## config.mk

```make
export PLATFORM = sky130hd
export DESIGN_NAME = pwm_multi
export DESIGN_NICKNAME = d
export VERILOG_FILES = /design/src/rtl/pwm_pkg.sv /design/src/rtl/pwm_cmp_ch.sv /design/src/rtl/pwm_multi.sv
export SDC_FILE = /design/constraint.sdc
export NUM_CORES = 1
export LEC_CHECK = 0
export CAP_MARGIN = 20
export CORE_ASPECT_RATIO = 2
export CORE_MARGIN = 1
export CORE_UTILIZATION = 50
export DETAILED_ROUTE_END_ITERATION = 10
export HOLD_SLACK_MARGIN = 0.06
export PLACE_DENSITY = 0.81
export SYNTH_ARGS = -nofsm -noshare
export SYNTH_HDL_FRONTEND = slang
export SYNTH_HIERARCHICAL = 1
export SYNTH_SLANG_ARGS = --single-unit
```

## constraint.sdc

```tcl
create_clock -name CLK -period 8.4 [get_ports CLK]
set_input_delay 2.52 -clock CLK [delete_from_list [all_inputs] [get_ports CLK]]
set_output_delay 2.52 -clock CLK [all_outputs]
set_load 0.03 [all_outputs]
```

## src/rtl/pwm_pkg.sv

```systemverilog
// Shared definitions for the multi-channel PWM generator.
//   MODE_EDGE / MODE_CENTER : counter mode encodings (MODE input, shadow/active mode)
//   DIR_UP / DIR_DOWN       : DIR output encodings
//   cnt_state_e             : counter/direction state machine states
package pwm_pkg;

  localparam logic MODE_EDGE   = 1'b0;
  localparam logic MODE_CENTER = 1'b1;

  localparam logic DIR_UP   = 1'b0;
  localparam logic DIR_DOWN = 1'b1;

  typedef enum logic [1:0] {
    StIdle,
    StUp,
    StDown
  } cnt_state_e;

endpackage

```

## src/rtl/pwm_cmp_ch.sv

```systemverilog
// One PWM channel: duty compare against the shared counter, polarity and output register.
//   clk_i, rst_i : clock, asynchronous active-high reset
//   en_i         : counter enable; when low the output parks at the inactive level (pol_i)
//   count_i      : shared period counter value for the current cycle
//   duty_i       : effective duty compare value for the current cycle
//   le_sel_i     : 1 = compare with <=, 0 = compare with <
//   pol_i        : 1 = inverted (active-low) output, applied live
//   pwm_o        : registered PWM output
module pwm_cmp_ch #(
  parameter int unsigned WIDTH = 8
) (
  input  logic             clk_i,
  input  logic             rst_i,
  input  logic             en_i,
  input  logic [WIDTH-1:0] count_i,
  input  logic [WIDTH-1:0] duty_i,
  input  logic             le_sel_i,
  input  logic             pol_i,
  output logic             pwm_o
);

  logic raw;
  logic pwm_d, pwm_q;

  always_comb begin
    raw   = le_sel_i ? (count_i <= duty_i) : (count_i < duty_i);
    pwm_d = en_i ? (raw ^ pol_i) : pol_i;
  end

  always_ff @(posedge clk_i or posedge rst_i) begin
    if (rst_i) begin
      pwm_q <= 1'b0;
    end else begin
      pwm_q <= pwm_d;
    end
  end

  assign pwm_o = pwm_q;

endmodule

```

## src/rtl/pwm_multi.sv

```systemverilog
// Multi-channel PWM generator with a shared edge- or center-aligned period counter.
//   CLK, RST    : clock, asynchronous active-high reset
//   EN          : counter enable; 0 holds the counter idle and outputs at POL
//   LOAD        : one-cycle strobe capturing MODE/PERIOD/DUTY into the shadow registers
//   MODE        : 0 = edge-aligned, 1 = center-aligned
//   PERIOD      : period value P
//   DUTY        : per-channel duty, channel i = DUTY[i*WIDTH +: WIDTH]
//   POL         : per-channel output inversion, applied live
//   PWM         : registered PWM outputs
//   CYCLE_START : registered pulse for the first cycle (count 0, going up) of each period
//   DIR         : registered counter direction (0 = up, 1 = down), same latency as PWM
module pwm_multi
  import pwm_pkg::*;
#(
  parameter int unsigned WIDTH    = 8,
  parameter int unsigned CHANNELS = 4
) (
  input  logic                      CLK,
  input  logic                      RST,
  input  logic                      EN,
  input  logic                      LOAD,
  input  logic                      MODE,
  input  logic [WIDTH-1:0]          PERIOD,
  input  logic [CHANNELS*WIDTH-1:0] DUTY,
  input  logic [CHANNELS-1:0]       POL,
  output logic [CHANNELS-1:0]       PWM,
  output logic                      CYCLE_START,
  output logic                      DIR
);

  localparam logic [WIDTH-1:0] One = WIDTH'(1);

  logic                      shadow_mode_d, shadow_mode_q;
  logic [WIDTH-1:0]          shadow_period_d, shadow_period_q;
  logic [CHANNELS*WIDTH-1:0] shadow_duty_d, shadow_duty_q;
  logic                      active_mode_d, active_mode_q;
  logic [WIDTH-1:0]          active_period_d, active_period_q;
  logic [CHANNELS*WIDTH-1:0] active_duty_d, active_duty_q;
  logic                      load_pend_d, load_pend_q;
  logic [WIDTH-1:0]          count_d, count_q;
  cnt_state_e                state_d, state_q;
  logic                      dir_d, dir_q;
  logic                      cycle_start_d, cycle_start_q;

  logic                      boundary;
  logic                      xfer;
  logic                      eff_mode;
  logic [WIDTH-1:0]          eff_period;
  logic [CHANNELS*WIDTH-1:0] eff_duty;
  logic                      le_sel;

  always_comb begin
    boundary = (count_q == '0) && (state_q != StDown);
    // While idle the counter is parked, so pending values move across every cycle.
    xfer     = load_pend_q && (boundary || !EN);

    // The boundary cycle itself already runs on the values being transferred, so the
    // whole new period (including its count-0 cycle) uses one consistent setting.
    eff_mode   = xfer ? shadow_mode_q   : active_mode_q;
    eff_period = xfer ? shadow_period_q : active_period_q;
    eff_duty   = xfer ? shadow_duty_q   : active_duty_q;

    active_mode_d   = eff_mode;
    active_period_d = eff_period;
    active_duty_d   = eff_duty;

    shadow_mode_d   = LOAD ? MODE   : shadow_mode_q;
    shadow_period_d = LOAD ? PERIOD : shadow_period_q;
    shadow_duty_d   = LOAD ? DUTY   : shadow_duty_q;
    // A LOAD coinciding with a transfer re-arms the pending flag for the new values.
    load_pend_d     = LOAD || (load_pend_q && !xfer);

    count_d = '0;
    state_d = StIdle;
    if (EN) begin
      if (eff_period == '0) begin
        count_d = '0;
        state_d = StUp;
      end else if (eff_mode == MODE_EDGE) begin
        count_d = (count_q >= eff_period) ? '0 : count_q + One;
        state_d = StUp;
      end else if (state_q == StDown) begin
        if (count_q <= One) begin
          count_d = '0;
          state_d = StUp;
        end else begin
          count_d = count_q - One;
          state_d = StDown;
        end
      end else if (count_q >= eff_period) begin
        // Peak reached: turn around. With P = 1 the down leg is empty.
        count_d = eff_period - One;
        state_d = (eff_period == One) ? StUp : StDown;
      end else begin
        count_d = count_q + One;
        state_d = StUp;
      end
    end

    // Center mode compares with <= on the down leg and at the peak; including the peak
    // keeps high time at 2*D so that D = P gives a full period.
    le_sel = (eff_mode == MODE_CENTER) && (eff_period != '0) &&
             ((state_q == StDown) || (count_q == eff_period));

    cycle_start_d = EN && boundary;
    dir_d         = (EN && (state_q == StDown)) ? DIR_DOWN : DIR_UP;
  end

  always_ff @(posedge CLK or posedge RST) begin
    if (RST) begin
      shadow_mode_q   <= MODE_EDGE;
      shadow_period_q <= '0;
      shadow_duty_q   <= '0;
      active_mode_q   <= MODE_EDGE;
      active_period_q <= '0;
      active_duty_q   <= '0;
      load_pend_q     <= 1'b0;
      count_q         <= '0;
      state_q         <= StIdle;
      dir_q           <= DIR_UP;
      cycle_start_q   <= 1'b0;
    end else begin
      shadow_mode_q   <= shadow_mode_d;
      shadow_period_q <= shadow_period_d;
      shadow_duty_q   <= shadow_duty_d;
      active_mode_q   <= active_mode_d;
      active_period_q <= active_period_d;
      active_duty_q   <= active_duty_d;
      load_pend_q     <= load_pend_d;
      count_q         <= count_d;
      state_q         <= state_d;
      dir_q           <= dir_d;
      cycle_start_q   <= cycle_start_d;
    end
  end

  genvar i;
  for (i = 0; i < CHANNELS; i++) begin : g_ch
    pwm_cmp_ch #(
      .WIDTH(WIDTH)
    ) u_ch (
      .clk_i   (CLK),
      .rst_i   (RST),
      .en_i    (EN),
      .count_i (count_q),
      .duty_i  (eff_duty[i*WIDTH +: WIDTH]),
      .le_sel_i(le_sel),
      .pol_i   (POL[i]),
      .pwm_o   (PWM[i])
    );
  end

  assign CYCLE_START = cycle_start_q;
  assign DIR         = dir_q;

endmodule

```

==> flow_summary.yaml <==
outcome:
  status: "finished, final reports clean"
global_route:
  antenna_found_initial: 0
  grt_pass1_vias: 4084
  grt_overflow: 0
  grt_start_max_net_pins: 60
  grt.total_usage_pct: 22.35
  grt_pass1_wl_um: 19480
worst_setup_path:
  crit_path_max_incr_delay_ns: 0.85
  crit_arrival_ns: 6.46
  cp_slowest_cell: "clkdlybuf4s50_1"
  critPathLaunchType: "primary input"
  crit_required_ns: 8.66
  path_cells: "clkdlybuf4s50_1 -> nor2b_1 -> a41oi_4 -> buf_4 -> mux2i_1 -> ha_1 -> a21o_1 -> a21oi_1 -> nor2b_1 -> a311oi_1 -> o211ai_4 -> o311ai_0 -> o21ai_1 -> a21oi_1"
  worstPathMaxFanout: 26
  critPathCaptureType: "register"
  criticalPathCategory: "in2reg"
clocking:
  cts_buffers: 9
  root_buffer: "clkbuf_16"
  numClockSinks: 99
  post_cts_buffers: 0
  clkTransAtPathRegs_ns: 0.07
  tritoncts: "built"
  post_cts_resize_count: 0
  cts_hold_buf: 0
  htreeDepth: 3
  cts_max_path_buffers: 2
  clk_latency_ns: 0.35
sta:
  tightest_slew_ns: 0.9391
  whs_ns: 0.4957
  layout_min_cycle_time_ns: 6.199
  slew_viol_final: 0
  final_hold_viol_count: 0
  slew_headroom_pct: 37.39
  max_freq_ghz: 0.1613
  finalSetupTns_ns: 0
  skew_ns: 0.008551
  worst_slack_ns: 2.201
  period_share_pct: 73.80
  setup_viol: 0
  rsz0062_at_grt: "no"
route:
  avgViaCountPerCell: 5.646
  drt_iter0_drc: 106
  drtPass1Iterations: 4
  remaining_drc_errors: 0
  dr_total_vias: 3800
  wl_per_cell_um: 17.67
  drt_wl_total_um: 11890
  antenna_left: 0
floorplanning:
  ioPinCount: 55
  die_w_um: 75.90
  fp.dieH_um: 149.8
  die_area_sq_um: 11370
  rows: 53
  initial_core_util_pct: 51.80
  core_area_sq_um: 10540
yosys:
  synth_top_family_by_area: "multiplexers"
  synth_cell_types: 57
  synth_xor_xnor_area_share_pct: 2.887
  synth_edf_count: 0
  synth_compound_area_share_pct: 9.851
  synth_area_per_cell_sq_um: 11.40
  syn_nets: 573
  synth_adder_area_share_pct: 10.31
  synthMuxAreaShare_pct: 17.21
  synth_area_sq_um: 5461
  synth_seq_cells: 99
  yosys.area_share.simple_pct: 9.393
  yosysSeqAreaShare_pct: 45.36
  yosysWarnings: 6
  synth_cells: 479
  async_flop_share_pct: 100.0
  synthFlopType: "dfrtp_1"
cells_and_area:
  post-route-util_pct: 60.64
  drive_above_1_share_pct: 20.90
  num_antenna_cells: 0
  fin_nets: 625
  synthToLayoutAreaGrowth_pct: 17.07
power:
  finalPower_mw: 2.109
  irDropWorstVdd_mv: 0.1458
  powerDensity_nw_per_um2: 329.8
  p_leak_nw: 2.878
worst_hold_path:
  hold_class: "reg2reg"
placement:
  place.gp.congestion: 0.8845
  dp_hpwl_um: 8787
  post-place-ws_ns: 1.866
  port_buffers: 54
run:
  drv_cap: 0
-- power breakdown --
group / switching (mW) / leakage, nW / internal [mW] / total [mW]
Combinational: 0.543 / 1.56 / 0.453 / 0.996
Clock: 0.179 / 0.139 / 0.211 / 0.390
Sequential: 0.104 / 1.18 / 0.619 / 0.723
-- layout make-up --
class,instances,area (sq um)
sequential,99,2477
clock inverter,6,47.55
tap,137,171.4
multi-input combinational,314,2711
inverter,50,188.9
timing repair buffer,57,558.0
fill,853,4150
clock buffer,10,239.0
-- cells in the mapped netlist (10+ instances only) --
master   number  share of area (%)
ha_1         45                 10
nor2_1       20                1.4
o21ai_0      10               0.92
nand3_1      10               0.92
a21oi_1      21                1.9
nand2_1      12               0.82
inv_1        49                3.4
nor2b_1      11                1.3
xnor2_1      10                1.6
mux2_2       74                 15
dfrtp_1      99                 45
nor3_1       10               0.92
-- kinds of logic after synthesis --
logic type	count (synthesis)
DFF	99
and+or+nand+nor	93
muxes	83
AOI/OAI and AO/OA	75
buffers and inverters	66
adders and majority gates	45
xor gates and xnor gates	18
-- flip-flops by register name, indices dropped and copies added, names as in the netlist, 2 cells and up --
register	flops
shadow_duty_q	32
shadow_period_q	8
g_ch.u_ch/pwm_o	4
active_duty_q	32
active_period_q	8
count_q	8
state_q	2
-- critical path: cells and delay by family --
kind | cells | cell delay [ns]
muxes | 1 | 0.37
AOI/OAI and AO/OA | 8 | 1.82
and+or+nand+nor | 2 | 0.21
adders and majority gates | 1 | 0.31
buffers and inverters | 2 | 1.22
-- final timing paths --
path	start	to	slack [ns]	depth (start not counted)
min reg2reg	active_duty_q[11]	active_duty_q[11]	0.50	1
min in group asynchronous	RST	g_ch[2].u_ch/pwm_o	2.52	2
max in group asynchronous	RST	count_q[6]	4.48	3
max reg2reg	count_q[0]	count_q[5]	4.05	15
max	EN	count_q[5]	2.20	14
min	active_duty_q[11]	active_duty_q[11]	0.50	1
-- layout by cell type (no fill, tap or decap), types with 3 or more instances in the layout --
cell type,instances
nor3_1,10
o211ai_1,5
xnor2_1,10
dfrtp_1,99
inv_1,48
nand2b_1,4
a21o_1,3
clkbuf_16,9
a211oi_1,7
o22ai_2,4
o21ai_1,6
buf_4,3
xor2_1,8
mux2i_1,7
nand2_1,12
clkdlybuf4s50_1,53
nor2_1,20
nand4_1,5
ha_1,45
a31oi_1,3
a21oi_1,21
and4_1,4
and3_1,5
o21ai_0,10
nand3_1,10
nor2b_1,11
mux2_2,74
or3_1,3
-- metrics by stage --
stage,cells,area [sq um]
2_1_floorplan,479,5461
3_3_place_gp,657,6107
3_5_place_dp,657,6107
4_1_cts,673,6394
5_1_grt,673,6394
6_report,673,6394
-- per-layer routing --
layer | global-route usage (%) | part of all wire (%) | up-vias | wire, um
li1 | - | - | 1797 | -
met1 | 21.75 | 37 | 1895 | 4373
met2 | 43.55 | 57 | 78 | 6737
met3 | 4.085 | 2.6 | 30 | 315
met4 | 12.50 | 3.9 | 0 | 465
met5 | 0 | 0 | - | 0
Power figures use the tool's default switching activity.
